File: src/rtl/ecc_secded_enc_pipe_if.sv
// Signal bundle for ecc_secded_enc_pipe: input word stream, encoded output stream,
// fault-injection controls and status.
interface ecc_secded_enc_pipe_if #(
   parameter int DATA_WIDTH  = 64,
   parameter int COUNT_WIDTH = 32
);
   // Hamming check-bit count over the legal DATA_WIDTH range 8..120, plus overall parity.
   localparam int P_BITS    = (DATA_WIDTH <= 11) ? 4 :
                              (DATA_WIDTH <= 26) ? 5 :
                              (DATA_WIDTH <= 57) ? 6 : 7;
   localparam int ECC_WIDTH = P_BITS + 1;

   logic                            in_valid;
   logic                            in_ready;
   logic [DATA_WIDTH-1:0]           in_data;
   logic                            out_valid;
   logic                            out_ready;
   logic [DATA_WIDTH-1:0]           out_data;
   logic [ECC_WIDTH-1:0]            out_ecc;
   logic                            out_injected;
   logic                            inj_arm;
   logic [DATA_WIDTH+ECC_WIDTH-1:0] inj_mask;
   logic                            inj_sticky;
   logic                            inj_clear;
   logic                            inj_armed;
   logic [COUNT_WIDTH-1:0]          enc_count;

   modport master (
      output in_valid, in_data, out_ready, inj_arm, inj_mask, inj_sticky, inj_clear,
      input  in_ready, out_valid, out_data, out_ecc, out_injected, inj_armed, enc_count
   );

   modport slave (
      input  in_valid, in_data, out_ready, inj_arm, inj_mask, inj_sticky, inj_clear,
      output in_ready, out_valid, out_data, out_ecc, out_injected, inj_armed, enc_count
   );
endinterface

File: src/rtl/ecc_secded_enc_pipe.sv
// Pipelined Hamming SEC/DED encoder with elastic stages, one-shot/sticky fault
// injection on {ecc, data} and a saturating encoded-word counter.
module ecc_secded_enc_pipe #(
   parameter int DATA_WIDTH  = 64,
   parameter int PIPE_STAGES = 2,
   parameter int COUNT_WIDTH = 32
) (
   input  logic                 clk,
   input  logic                 rst,
   ecc_secded_enc_pipe_if.slave bus
);
   function automatic int calc_p(input int dw);
      int p;
      p = 0;
      for (int k = 1; k < 16; k++)
         if (p == 0 && (1 << k) >= dw + k + 1) p = k;
      return p;
   endfunction

   localparam int P         = calc_p(DATA_WIDTH);
   localparam int ECC_WIDTH = P + 1;
   localparam int CW_WIDTH  = DATA_WIDTH + ECC_WIDTH;
   localparam int LAST      = PIPE_STAGES - 1;

   typedef logic [P-1:0][DATA_WIDTH-1:0] chk_mask_t;

   // Row j selects the data bits whose codeword position has bit j set.
   function automatic chk_mask_t build_masks();
      chk_mask_t m;
      int        pos;
      m   = '0;
      pos = 2;
      for (int i = 0; i < DATA_WIDTH; i++) begin
         pos++;
         if ((pos & (pos - 1)) == 0) pos++;
         for (int j = 0; j < P; j++) m[j][i] = (((pos >> j) & 1) == 1);
      end
      return m;
   endfunction

   localparam chk_mask_t CHK_MASK = build_masks();

   logic [P-1:0]           chk;
   logic [ECC_WIDTH-1:0]   ecc_calc;
   logic [CW_WIDTH-1:0]    cw_in;
   logic                   accept;
   logic [PIPE_STAGES-1:0] st_valid;
   logic [PIPE_STAGES-1:0] st_load;
   logic [PIPE_STAGES-1:0] st_inj;
   logic [CW_WIDTH-1:0]    st_cw [PIPE_STAGES];
   logic [CW_WIDTH-1:0]    mask_q;
   logic                   sticky_q;
   logic                   armed_q;
   logic [COUNT_WIDTH-1:0] count_q;

   always_comb begin
      chk = '0;
      for (int j = 0; j < P; j++) chk[j] = ^(bus.in_data & CHK_MASK[j]);
      ecc_calc = {^{bus.in_data, chk}, chk};
      cw_in    = {ecc_calc, bus.in_data};
      if (armed_q) cw_in = cw_in ^ mask_q;
   end

   // A stage can load when it or any stage downstream of it has a hole, or the output drains.
   always_comb begin
      st_load = '0;
      for (int s = 0; s < PIPE_STAGES; s++) begin
         st_load[s] = bus.out_ready;
         for (int k = s; k < PIPE_STAGES; k++)
            if (!st_valid[k]) st_load[s] = 1'b1;
      end
   end

   // NOTE: in_ready is combinational from out_ready so a full pipe still streams one word per cycle.
   assign bus.in_ready = !rst && st_load[0];
   assign accept       = bus.in_valid && bus.in_ready;

   always_ff @(posedge clk) begin
      if (rst) begin
         // NOTE: stage payloads are reset too, since out_data/out_ecc must read zero after reset.
         st_valid <= '0;
         st_inj   <= '0;
         for (int s = 0; s < PIPE_STAGES; s++) st_cw[s] <= '0;
         mask_q   <= '0;
         sticky_q <= 1'b0;
         armed_q  <= 1'b0;
         count_q  <= '0;
      end else begin
         if (st_load[0]) begin
            st_valid[0] <= accept;
            if (accept) begin
               st_cw[0]  <= cw_in;
               st_inj[0] <= armed_q;
            end
         end
         for (int s = 1; s < PIPE_STAGES; s++) begin
            if (st_load[s]) begin
               st_valid[s] <= st_valid[s-1];
               if (st_valid[s-1]) begin
                  st_cw[s]  <= st_cw[s-1];
                  st_inj[s] <= st_inj[s-1];
               end
            end
         end

         if (bus.inj_arm) begin
            mask_q   <= bus.inj_mask;
            sticky_q <= bus.inj_sticky;
         end
         if (bus.inj_clear)                         armed_q <= 1'b0;
         else if (bus.inj_arm)                      armed_q <= 1'b1;
         else if (accept && armed_q && !sticky_q)   armed_q <= 1'b0;

         if (accept && count_q != '1) count_q <= count_q + COUNT_WIDTH'(1);
      end
   end

   assign bus.out_valid    = st_valid[LAST];
   assign bus.out_data     = st_cw[LAST][DATA_WIDTH-1:0];
   assign bus.out_ecc      = st_cw[LAST][CW_WIDTH-1:DATA_WIDTH];
   assign bus.out_injected = st_inj[LAST];
   assign bus.inj_armed    = armed_q;
   assign bus.enc_count    = count_q;
endmodule

File: src/flat_wrapper.sv
// flat-port wrapper written by rule: the top's interface ports become plain ports
module ecc_secded_enc_pipe_flat 
#(
   parameter int DATA_WIDTH  = 64,
   parameter int PIPE_STAGES = 2,
   parameter int COUNT_WIDTH = 32
)
  (clk, rst, bus_in_valid, bus_in_data, bus_out_ready, bus_inj_arm, bus_inj_mask, bus_inj_sticky, bus_inj_clear, bus_in_ready, bus_out_valid, bus_out_data, bus_out_ecc, bus_out_injected, bus_inj_armed, bus_enc_count);
  ecc_secded_enc_pipe_if #(.DATA_WIDTH(DATA_WIDTH), .COUNT_WIDTH(COUNT_WIDTH)) bus_i ();
  input  logic clk;
  input  logic rst;
  input wire logic [$bits(bus_i.in_valid)-1:0] bus_in_valid;
  input wire logic [$bits(bus_i.in_data)-1:0] bus_in_data;
  input wire logic [$bits(bus_i.out_ready)-1:0] bus_out_ready;
  input wire logic [$bits(bus_i.inj_arm)-1:0] bus_inj_arm;
  input wire logic [$bits(bus_i.inj_mask)-1:0] bus_inj_mask;
  input wire logic [$bits(bus_i.inj_sticky)-1:0] bus_inj_sticky;
  input wire logic [$bits(bus_i.inj_clear)-1:0] bus_inj_clear;
  output wire logic [$bits(bus_i.in_ready)-1:0] bus_in_ready;
  output wire logic [$bits(bus_i.out_valid)-1:0] bus_out_valid;
  output wire logic [$bits(bus_i.out_data)-1:0] bus_out_data;
  output wire logic [$bits(bus_i.out_ecc)-1:0] bus_out_ecc;
  output wire logic [$bits(bus_i.out_injected)-1:0] bus_out_injected;
  output wire logic [$bits(bus_i.inj_armed)-1:0] bus_inj_armed;
  output wire logic [$bits(bus_i.enc_count)-1:0] bus_enc_count;
  assign bus_i.in_valid = bus_in_valid;
  assign bus_i.in_data = bus_in_data;
  assign bus_i.out_ready = bus_out_ready;
  assign bus_i.inj_arm = bus_inj_arm;
  assign bus_i.inj_mask = bus_inj_mask;
  assign bus_i.inj_sticky = bus_inj_sticky;
  assign bus_i.inj_clear = bus_inj_clear;
  assign bus_in_ready = bus_i.in_ready;
  assign bus_out_valid = bus_i.out_valid;
  assign bus_out_data = bus_i.out_data;
  assign bus_out_ecc = bus_i.out_ecc;
  assign bus_out_injected = bus_i.out_injected;
  assign bus_inj_armed = bus_i.inj_armed;
  assign bus_enc_count = bus_i.enc_count;
  ecc_secded_enc_pipe #(.DATA_WIDTH(DATA_WIDTH), .PIPE_STAGES(PIPE_STAGES), .COUNT_WIDTH(COUNT_WIDTH)) u_core (.clk(clk), .rst(rst), .bus(bus_i));
endmodule
File: config.mk
export PLATFORM = sky130hd
export DESIGN_NAME = ecc_secded_enc_pipe_flat
export DESIGN_NICKNAME = d
export VERILOG_FILES = /design/src/rtl/ecc_secded_enc_pipe_if.sv /design/src/rtl/ecc_secded_enc_pipe.sv /design/src/flat_wrapper.sv
export SDC_FILE = /design/constraint.sdc
export NUM_CORES = 1
export LEC_CHECK = 0
export BUFFER_PORTS_ARGS = -buffer_cell sky130_fd_sc_hd__buf_2
export CAP_MARGIN = 20
export CORE_UTILIZATION = 55
export DETAILED_ROUTE_END_ITERATION = 7
export GPL_TIMING_DRIVEN = 1
export PLACE_DENSITY = 0.8
export SLEW_MARGIN = 30
export SYNTH_ARGS = -nofsm -noshare
export SYNTH_HDL_FRONTEND = slang
export SYNTH_SLANG_ARGS = --single-unit
File: constraint.sdc
create_clock -name clk -period 3.6 [get_ports clk]
set_input_delay 0 -clock clk [delete_from_list [all_inputs] [get_ports clk]]
set_output_delay 0 -clock clk [all_outputs]
set_load 0.02 [all_outputs]
==> After elaboration in Yosys (flattened, before gate mapping) <==
Memory sizes are Yosys's and may differ from the RTL's.
Cells that the tools add are included.
{ "word_totals": {"ff_bits": 110, "ramBits": 144, "output_inout_bits": 108, "n_memories": 1, "inputBits": 143, "wordCells": 51} }
{ "memory_table": {"columns": ["memory", "depth", "width", "rd", "rd_clocked_by_memory_dff", "write_ports", "line", "rtl"], "rows": [
  ["u_core.st_cw", 2, 72, 2, 0, 2, "ecc_secded_enc_pipe.sv:50", "logic [CW_WIDTH-1:0] st_cw [PIPE_STAGES];"]
]} }
{ "op_classes": {"reduce_logical": 19, "eq_ne": 1, "muxes": 18, "bitwise_logic": 3, "addsub": 1} }
{ "ops": {"columns": ["cell", "n"], "rows": [
  ["$reduce_xor 64->1", 7],
  ["$mux 72", 3],
  ["$xor 72x72->72", 1],
  ["$reduce_xor 71->1", 1],
  ["$add 32x1->32 const B", 1],
  ["$ne 32x32->1 const B", 1],
  ["$mux 1", 15],
  ["$logic_and 1x1->1", 5],
  ["$reduce_and 2->1", 2],
  ["$logic_not 1->1", 2],
  ["$or 1x1->1", 2],
  ["$reduce_bool 2->1", 1],
  ["$reduce_or 2->1", 1]
]} }

==> Depth between registers and ports, before layout <==
Gate-level depths: netlist of run 1.
{ "depth": {"depth_word": 9, "depth_mapped": 9, "mapped_depth_nobuf": 8} }

==> Worst setup path before layout of run 1 <==
No wires, ideal clock.
{ "synth_timing": {"path_type": "register -> register", "start": "register u_core.st_valid[1]", "end": "memory u_core.st_cw[0][100] (netlist name) (enable)", "path_stages_with_launch": 4, "period_less_slack_ps": 2775, "t_required_ps": 2856, "t_arrival_ps": 2031, "path_buffers": 0, "setup_ps": 744, "slack_ps": 825, "path_cell_list": "dfxtp_1 nor2b_1 nand2b_1 nand2_1"} }
{ "synth_lines": {"columns": ["item", "line", "rtl"], "rows": [
  ["from (decl)", "ecc_secded_enc_pipe.sv:47", "logic [PIPE_STAGES-1:0] st_valid;"],
  ["from (signal, indexed assignment)", "ecc_secded_enc_pipe.sv:98", "st_valid[s] <= st_valid[s-1];"],
  ["to (decl)", "ecc_secded_enc_pipe.sv:50", null]
]} }

==> Worst setup path after layout of run 1 <==
{ "layout_timing": {"start": "register u_core.count_q[10] (netlist: u_core.bus.enc_count[10])", "end": "register u_core.count_q[31] (netlist: u_core.bus.enc_count[31])"} }
{ "layout_via": {"elab_chain_cells": 2, "word_cells_on_any_way": 3, "classes_between": "add/sub (1); eq/ne (1); reduce/logical (1)"} }
{ "layout_lines": {"columns": ["item", "line", "rtl"], "rows": [
  ["from (decl)", "ecc_secded_enc_pipe.sv:54", "logic [COUNT_WIDTH-1:0] count_q;"],
  ["from (signal assigned)", "ecc_secded_enc_pipe.sv:114", "if (accept && count_q != '1) count_q <= count_q + COUNT_WIDTH'(1);"],
  ["branches (longest 2 deep; another with $add 32x1->32)", null, null]
]} }
Parallel ways; which one is timed is not known.
A chain may end at the register's enable or synchronous reset.

==> PnR_summary.wiki, run 1 <==
{| class="wikitable"
! Metric !! Value
|-
| Number of nets with antenna violations after routing || 0
|-
| RSZ-0062 raised after global routing || false
|-
| Area of the mapped netlist || 12,000 um2
|-
| Average via count per standard cell || just over 5
|-
| Synth-to-layout area growth || 26.9%
|-
| Total routed wirelength || about 31,000 um
|-
| Cell at the root of the clock tree || sky130_fd_sc_hd__clkbuf_16
|-
| Slowest library cell on the worst path || sky130_fd_sc_hd__or4b_1
|-
| Overall die width || 150 um
|-
| Initial antenna violation count || 2
|-
| Endpoint class of the critical path || flop
|-
| Worst setup SP type || flop
|-
| Post-synthesis cell count || around 1,100
|-
| Number of nets produced by synthesis || 1,229
|-
| Synth top area share || 35.9%
|-
| Largest driver fanout on the critical path || 6
|-
| Average footprint of a synthesized cell || 11.1 um2
|-
| Ordered list of cells on the worst path || nand4_1 -> nor4_2 -> nand3_1 -> or4b_1 -> or3_1 -> a21oi_1
|-
| Highest achievable clock rate || 387 MHz
|-
| Wire length of the first global-routing pass || 46,600 um
|-
| Flip-flop and latch area || 6530 um2
|-
| Fillcell total || 1,399
|-
| Max H-tree Level || 1
|-
| Hold slack || 0.0629 ns
|-
| Combined global-route utilization of all metal layers || between 20% and 30%
|-
| Count of max-cap constraint violations || 0
|-
| Relative slew slack || 39.7%
|-
| Post-DR wirelength/cell || 18.4 um
|-
| Total CTS buffers || 27
|-
| Largest area contributor in the netlist || sky130_fd_sc_hd__edfxtp_1
|-
| Half-perimeter wire length after detailed placement || 19,200 um
|-
| Count of TritonRoute iterations in the first routing pass || 5
|-
| Final hold violation count || 0
|-
| I/O Pins || 251
|-
| DRC viols || 0
|-
| Clock transition time at the flip-flop clock pins of the worst setup and hold paths || 0.06 ns
|-
| Peak supply drop || ~0.32 mV
|-
| Ranking of synthesized cells by area || sky130_fd_sc_hd__edfxtp_1, sky130_fd_sc_hd__dfxtp_1, sky130_fd_sc_hd__xnor2_1
|-
| Effective utilization at floorplan || 56.7%
|-
| Run status || finished, final reports clean
|-
| Routability-driven placement congestion ratio || roughly 0.84
|-
| Shortest period the worst path allows || 2.59 ns
|-
| Core Footprint || 21,200 um2
|-
| Vias in the first global route || slightly below 9,000
|-
| TritonCTS clock tree || done
|-
| Die outline height || 150 um
|-
| Buffers from clock root to sink, at most || 3
|-
| Max-slew violation count || 0
|-
| Path category of the worst min-delay check || in2reg
|-
| Final setup violation count || 0
|-
| Number of distinct library cells after synthesis || 39
|-
| Pin count of the biggest net entering global routing || about 110
|-
| Worst slew pin tran || 0.896 ns
|-
| Ratio of total power to cell area || 500 nW/um2
|-
| Required time worst endpoint || 4.04 ns
|-
| GR Overflow Total || 0
|-
| Post-CTS Setup Inserts || 0
|-
| Total via count in the routed design || 8,804
|-
| Count of yosys warnings during synthesis || 0
|-
| Total area of multi-input combinational cells || slightly below 5000 um2
|-
| DRC violation total after the first TritonRoute iteration || 473
|-
| Commonest non-fill, non-tap cell in the layout || sky130_fd_sc_hd__buf_2
|-
| Port-buffer cells || 250
|-
| Clk sink count || 254
|-
| Most used cells in the layout excluding fill and tap cells || sky130_fd_sc_hd__buf_2, sky130_fd_sc_hd__nor2_1, sky130_fd_sc_hd__edfxtp_1
|-
| Skew-Pair Late Insertion Delay || around 0.52 ns
|-
| Total number of nets in the final design || 1,543
|-
| Leakage power summed over all cells || between 6 and 7 nW
|-
| Worst clock skew || 0.0106 ns
|-
| Largest stage delay on the critical path || 0.61 ns
|-
| Data arrival, critical path || 3.03 ns
|-
| Setup tns final || 0 ns
|-
| Die outline area || 22,500 um2
|-
| Final period util || 71.8%
|-
| Cell row count || 53
|-
| Sequential area share after synthesis || between 50% and 60%
|-
| Number of register bits inferred by synthesis || ~250
|-
| Fraction of final layout cells sized beyond drive strength 1 || 21.5%
|-
| Type of the setup path with the least slack || reg2reg
|}
-- flip-flops by register name, indices dropped and copies added (netlist names) --
| signal | count |
|---|---|
| u_core.mask_q | 72 |
| u_core.bus.enc_count | 32 |
| u_core.st_inj | 2 |
| u_core.bus.inj_armed | 1 |
| u_core.st_valid | 2 |
| u_core.st_cw | 144 |
| u_core.sticky_q | 1 |
-- path summary, 6_finish.rpt --
path                                 start                       end  slack (ns)  depth (start not counted)
hold / removal             bus_in_data[22]       u_core.st_cw[0][22]        0.06                          4
hold reg to reg           u_core.st_inj[0]          u_core.st_inj[0]        0.48                          2
setup reg to reg  u_core.bus.enc_count[10]  u_core.bus.enc_count[31]        1.01                          6
setup / recovery  u_core.bus.enc_count[10]  u_core.bus.enc_count[31]        1.01                          6
-- metal layers --
metal	track usage [%]	part of all wire (%)	up-vias
met5	0	0	-
met4	11.3	3.9	0
met3	4.70	7.3	78
met2	47.9	50	395
met1	32.7	39	4203
li1	-	-	4128
-- Yosys cell counts (all sizes together) --
master and n:
clkbuf 33, mux2i 75, edfxtp 144, a31oi 2, or4b 1, nor3 7
nand3b 1, ha 1, buf 82, inv 11, xor2 95, nor4 2
or3 11, a211oi 1, and3 1, and4 1, a21oi 13, and2 74
o21ai 15, nor2b 2, nand4 9, o21a 1, nor2 174, nand2 89
nand2b 1, xnor2 102, nand3 13, dfxtp 110, xnor3 14
-- cell type report --
cell class / instances / area share (%)
flip-flops and latches: 254 / 42.7
multi-input cells: 705 / 31.5
repair buffers: 400 / 18.1
clock buffers: 40 / 4.87
well taps: 275 / 2.25
inverters: 11 / 0.270
clock inverters: 8 / 0.246
diodes: 2 / 0.0328
-- stage by stage --
stage / utilization, % / cells / total power [mW] / cell area (um2) / setup slack [ns]
after detailed placement: 61.5 / 1503 / 5.05 / 13000 / 1.04
after global routing: 72.0 / 1695 / 7.91 / 15300 / 0.795
final: 72.0 / 1695 / 7.63 / 15300 / 1.01
after CTS: 71.8 / 1692 / 7.64 / 15200 / 1.05
after floorplan: - / 1085 / 4.72 / 12000 / 0.825
after global placement: 61.4 / 1503 / 4.99 / 13000 / 1.16
-- cell families (layout without fill, tap and decap cells) --
logic type / after synthesis / after routing / synth area share [%]
compound gates: 32 / 32 / 1.46
xor+xnor: 211 / 211 / 17.3
fa+ha+maj: 1 / 1 / 0.104
buf+inv: 126 / 459 / 6.17
flops: 254 / 254 / 54.2
mux: 75 / 75 / 6.24
other cells: 0 / 2 / 0
simple gates: 386 / 386 / 14.5
-- report_power, final --
group,total (mW),internal (mW),switching (mW)
clock,2.49,1.42,1.07
sequential,3.40,3.32,0.0778
combinational,1.74,0.914,0.828
total,7.63,5.66,1.98
-- repair_timing --
action                     CTS  global route
hold buffers               141             0
hold endpoints to repair   142             0
gates resized for setup      0             0
setup endpoints to repair    0             0
-- worst max-delay path: cells and delay by family, from the launching register on --
kind | cells | cell delay, ns
and+or+nand+nor | 5 | 1.95
DFF | 1 | 0.43
AOI/OAI and AO/OA | 1 | 0.13
Note: power is estimated with default switching activity, not from simulation.
==> run 2, diff against run 1 <==
- clock period: 3.6 -> 2.5 ns (I/O delays scaled with it)
==> PnR_summary.wiki, run 2 (synthesis gave the netlist of run 1 again) <==
{| class="wikitable"
! Metric !! Value
|-
| Run status || finished, final reports clean
|-
| Pin count of the biggest net entering global routing || 70 (-33%)
|-
| Core Footprint || 21,200 um2 (unchanged)
|-
| GR Overflow Total || 0 (unchanged)
|-
| Initial antenna violation count || 1 (-1)
|-
| Synth-to-layout area growth || 29.8%
|-
| Worst slew pin tran || 0.727 ns (-0.169 ns)
|-
| Skew-Pair Late Insertion Delay || 0.53 ns (about the same)
|-
| Shortest period the worst path allows || approximately 2.4 ns
|-
| Type of the setup path with the least slack || in2reg
|-
| Buffers from clock root to sink, at most || 3 (unchanged)
|-
| TritonCTS clock tree || done
|-
| Effective utilization at floorplan || 56.7% (unchanged)
|-
| Total CTS buffers || 27 (unchanged)
|-
| Ratio of total power to cell area || 753 nW/um2 (+51%)
|-
| Beginning of the worst hold path || bus_inj_arm
|-
| Count of TritonRoute iterations in the first routing pass || 5 (unchanged)
|-
| Post-DR wirelength/cell || 18.8 um (+2.1%)
|-
| Required time worst endpoint || 2.76 ns (-1.28 ns)
|-
| Vias in the first global route || 9,114 (+1.9%)
|-
| Total routed wirelength || 32,200 um (+3.3%)
|-
| Beginning of the worst register-to-register path || u_core.bus.enc_count[11]
|-
| Ordered list of cells on the worst path || dlygate4sd3_1 -> buf_2 -> xnor2_1 -> xnor2_1 -> xnor2_1 -> xnor3_1 -> xnor3_1 -> xnor3_1 -> nor2_1
|-
| Cell row count || 53 (unchanged)
|-
| Overall die width || 150 um (unchanged)
|-
| Final period util || between 90% and 100%
|-
| Slowest library cell on the worst path || sky130_fd_sc_hd__dlygate4sd3_1
|-
| Share of the core filled with cells in the final layout || 73.6% (+1.7 points)
|-
| Biggest register || u_core.st_cw
|-
| Worst setup SP type || primary input
|-
| Peak supply drop || 0.444 mV (+41%)
|-
| Routability-driven placement congestion ratio || 0.873 (+4.0%)
|-
| Leakage power summed over all cells || 6.63 nW (+3.5%)
|-
| Cell at the root of the clock tree || sky130_fd_sc_hd__clkbuf_16
|-
| Flip-flop count of the largest register, all copies and words added || 144 (unchanged)
|-
| DRC violation total after the first TritonRoute iteration || 554 (+17%)
|-
| Total number of nets in the final design || 1,564 (+1.4%)
|-
| Number of nets with antenna violations after routing || 0 (unchanged)
|-
| Hold slack || 0.0118 ns (-0.0511 ns)
|-
| Clk sink count || 254 (unchanged)
|-
| Highest achievable clock rate || 413 MHz
|-
| Path category of the worst min-delay check || in2reg
|-
| Endpoint class of the critical path || flop
|-
| Count of max-cap constraint violations || 0 (unchanged)
|-
| Wire length of the first global-routing pass || 48,900 um (+4.9%)
|-
| Fraction of final layout cells sized beyond drive strength 1 || 23.8% (+2.2 points)
|-
| Fillcell total || 1,355 (-3.1%)
|-
| Half-perimeter wire length after detailed placement || 20,000 um (+4.1%)
|-
| DRC viols || 0 (unchanged)
|-
| Slack of the critical path || 0.0776 ns (-0.936 ns)
|-
| Data arrival, critical path || 2.68 ns (-0.35 ns)
|-
| Largest driver fanout on the critical path || 3 (-3)
|-
| Worst clock skew || 0.0146 ns (+0.00402 ns)
|-
| Worst setup slack before clock tree synthesis || 0.0903 ns (-0.954 ns)
|-
| Max-slew violation count || 0 (unchanged)
|-
| Largest stage delay on the critical path || 0.54 ns (-0.07 ns)
|-
| Total via count in the routed design || 8,961 (+1.8%)
|-
| Max H-tree Level || 1 (unchanged)
|-
| Combined global-route utilization of all metal layers || 28.7% (+1.5 points)
|-
| Commonest non-fill, non-tap cell in the layout || sky130_fd_sc_hd__buf_2
|-
| Die outline height || 150 um (unchanged)
|-
| Clock transition time at the flip-flop clock pins of the worst setup and hold paths || 0.06 ns (about the same)
|-
| Final hold violation count || 0 (unchanged)
|-
| Die outline area || 22,500 um2 (unchanged)
|-
| Relative slew slack || 51.5% (+12 points)
|-
| Worst setup path start || bus_in_data[6]
|-
| I/O Pins || 251 (unchanged)
|-
| Average via count per standard cell || 5.22 (+0.54%)
|-
| Port-buffer cells || 250 (unchanged)
|-
| Most used cells in the layout excluding fill and tap cells || sky130_fd_sc_hd__buf_2, sky130_fd_sc_hd__nor2_1, sky130_fd_sc_hd__edfxtp_1
|-
| Final setup violation count || 0 (unchanged)
|}
run 2: where the power goes:
group | leakage, nW | switching (mW) | total [mW] | internal (mW)
sequential | 2.43 | 0.111 | 4.89 | 4.78
clock | 0.475 | 1.65 | 4.33 | 2.67
combinational | 3.72 | 1.21 | 2.55 | 1.34
run 2: stage by stage:
step	total power, mW	setup TNS (ns)	area (um2)	std cells
floorplan	6.79	0	12000	1085
global placement	7.23	0	13200	1525
detailed placement	7.29	0	13200	1525
CTS	11.7	0	15600	1715
global route	12.2	-0.00222	15600	1716
finish	11.8	0	15600	1716
run 2: timing repair:
action / in CTS / in global routing
buffers inserted: 0 / 0
gates resized for setup: 0 / 5
endpoints found under the hold margin: 141 / 0
hold buffers: 141 / 0
setup endpoints to repair: 0 / 3
run 2: path summary, 6_finish.rpt:
check                             end  slack [ns]  cells after the start
max               u_core.st_cw[0][71]        0.08                      9
min              u_core.bus.inj_armed        0.01                      3
max reg2reg  u_core.bus.enc_count[31]        0.14                      6
min reg2reg          u_core.st_inj[0]        0.46                      2
run 2: cell type report:
cell class	instances	area (um2)	share of cell area [%]
clock inverter	19	246	1.58
inverter	11	41.3	0.264
sequential	254	6530	41.8
antenna	1	2.50	0.0160
timing repair buffer	421	2920	18.7
multi-input combinational	705	4830	30.9
clock buffer	30	717	4.59
tap	275	344	2.20
run 2: layer usage:
layer	track usage (%)	part of all wire, %	vias to the layer above
li1	-	-	4179
met4	13.4	4.0	0
met2	50.2	50	453
met5	0	0	-
met1	34.2	39	4235
met3	5.06	7.3	94
run 2: critical path: cells and delay by family:
kind	cells	cell delay, ns
buf+inv	2	0.70
xor+xnor	6	1.94
simple gates	1	0.04
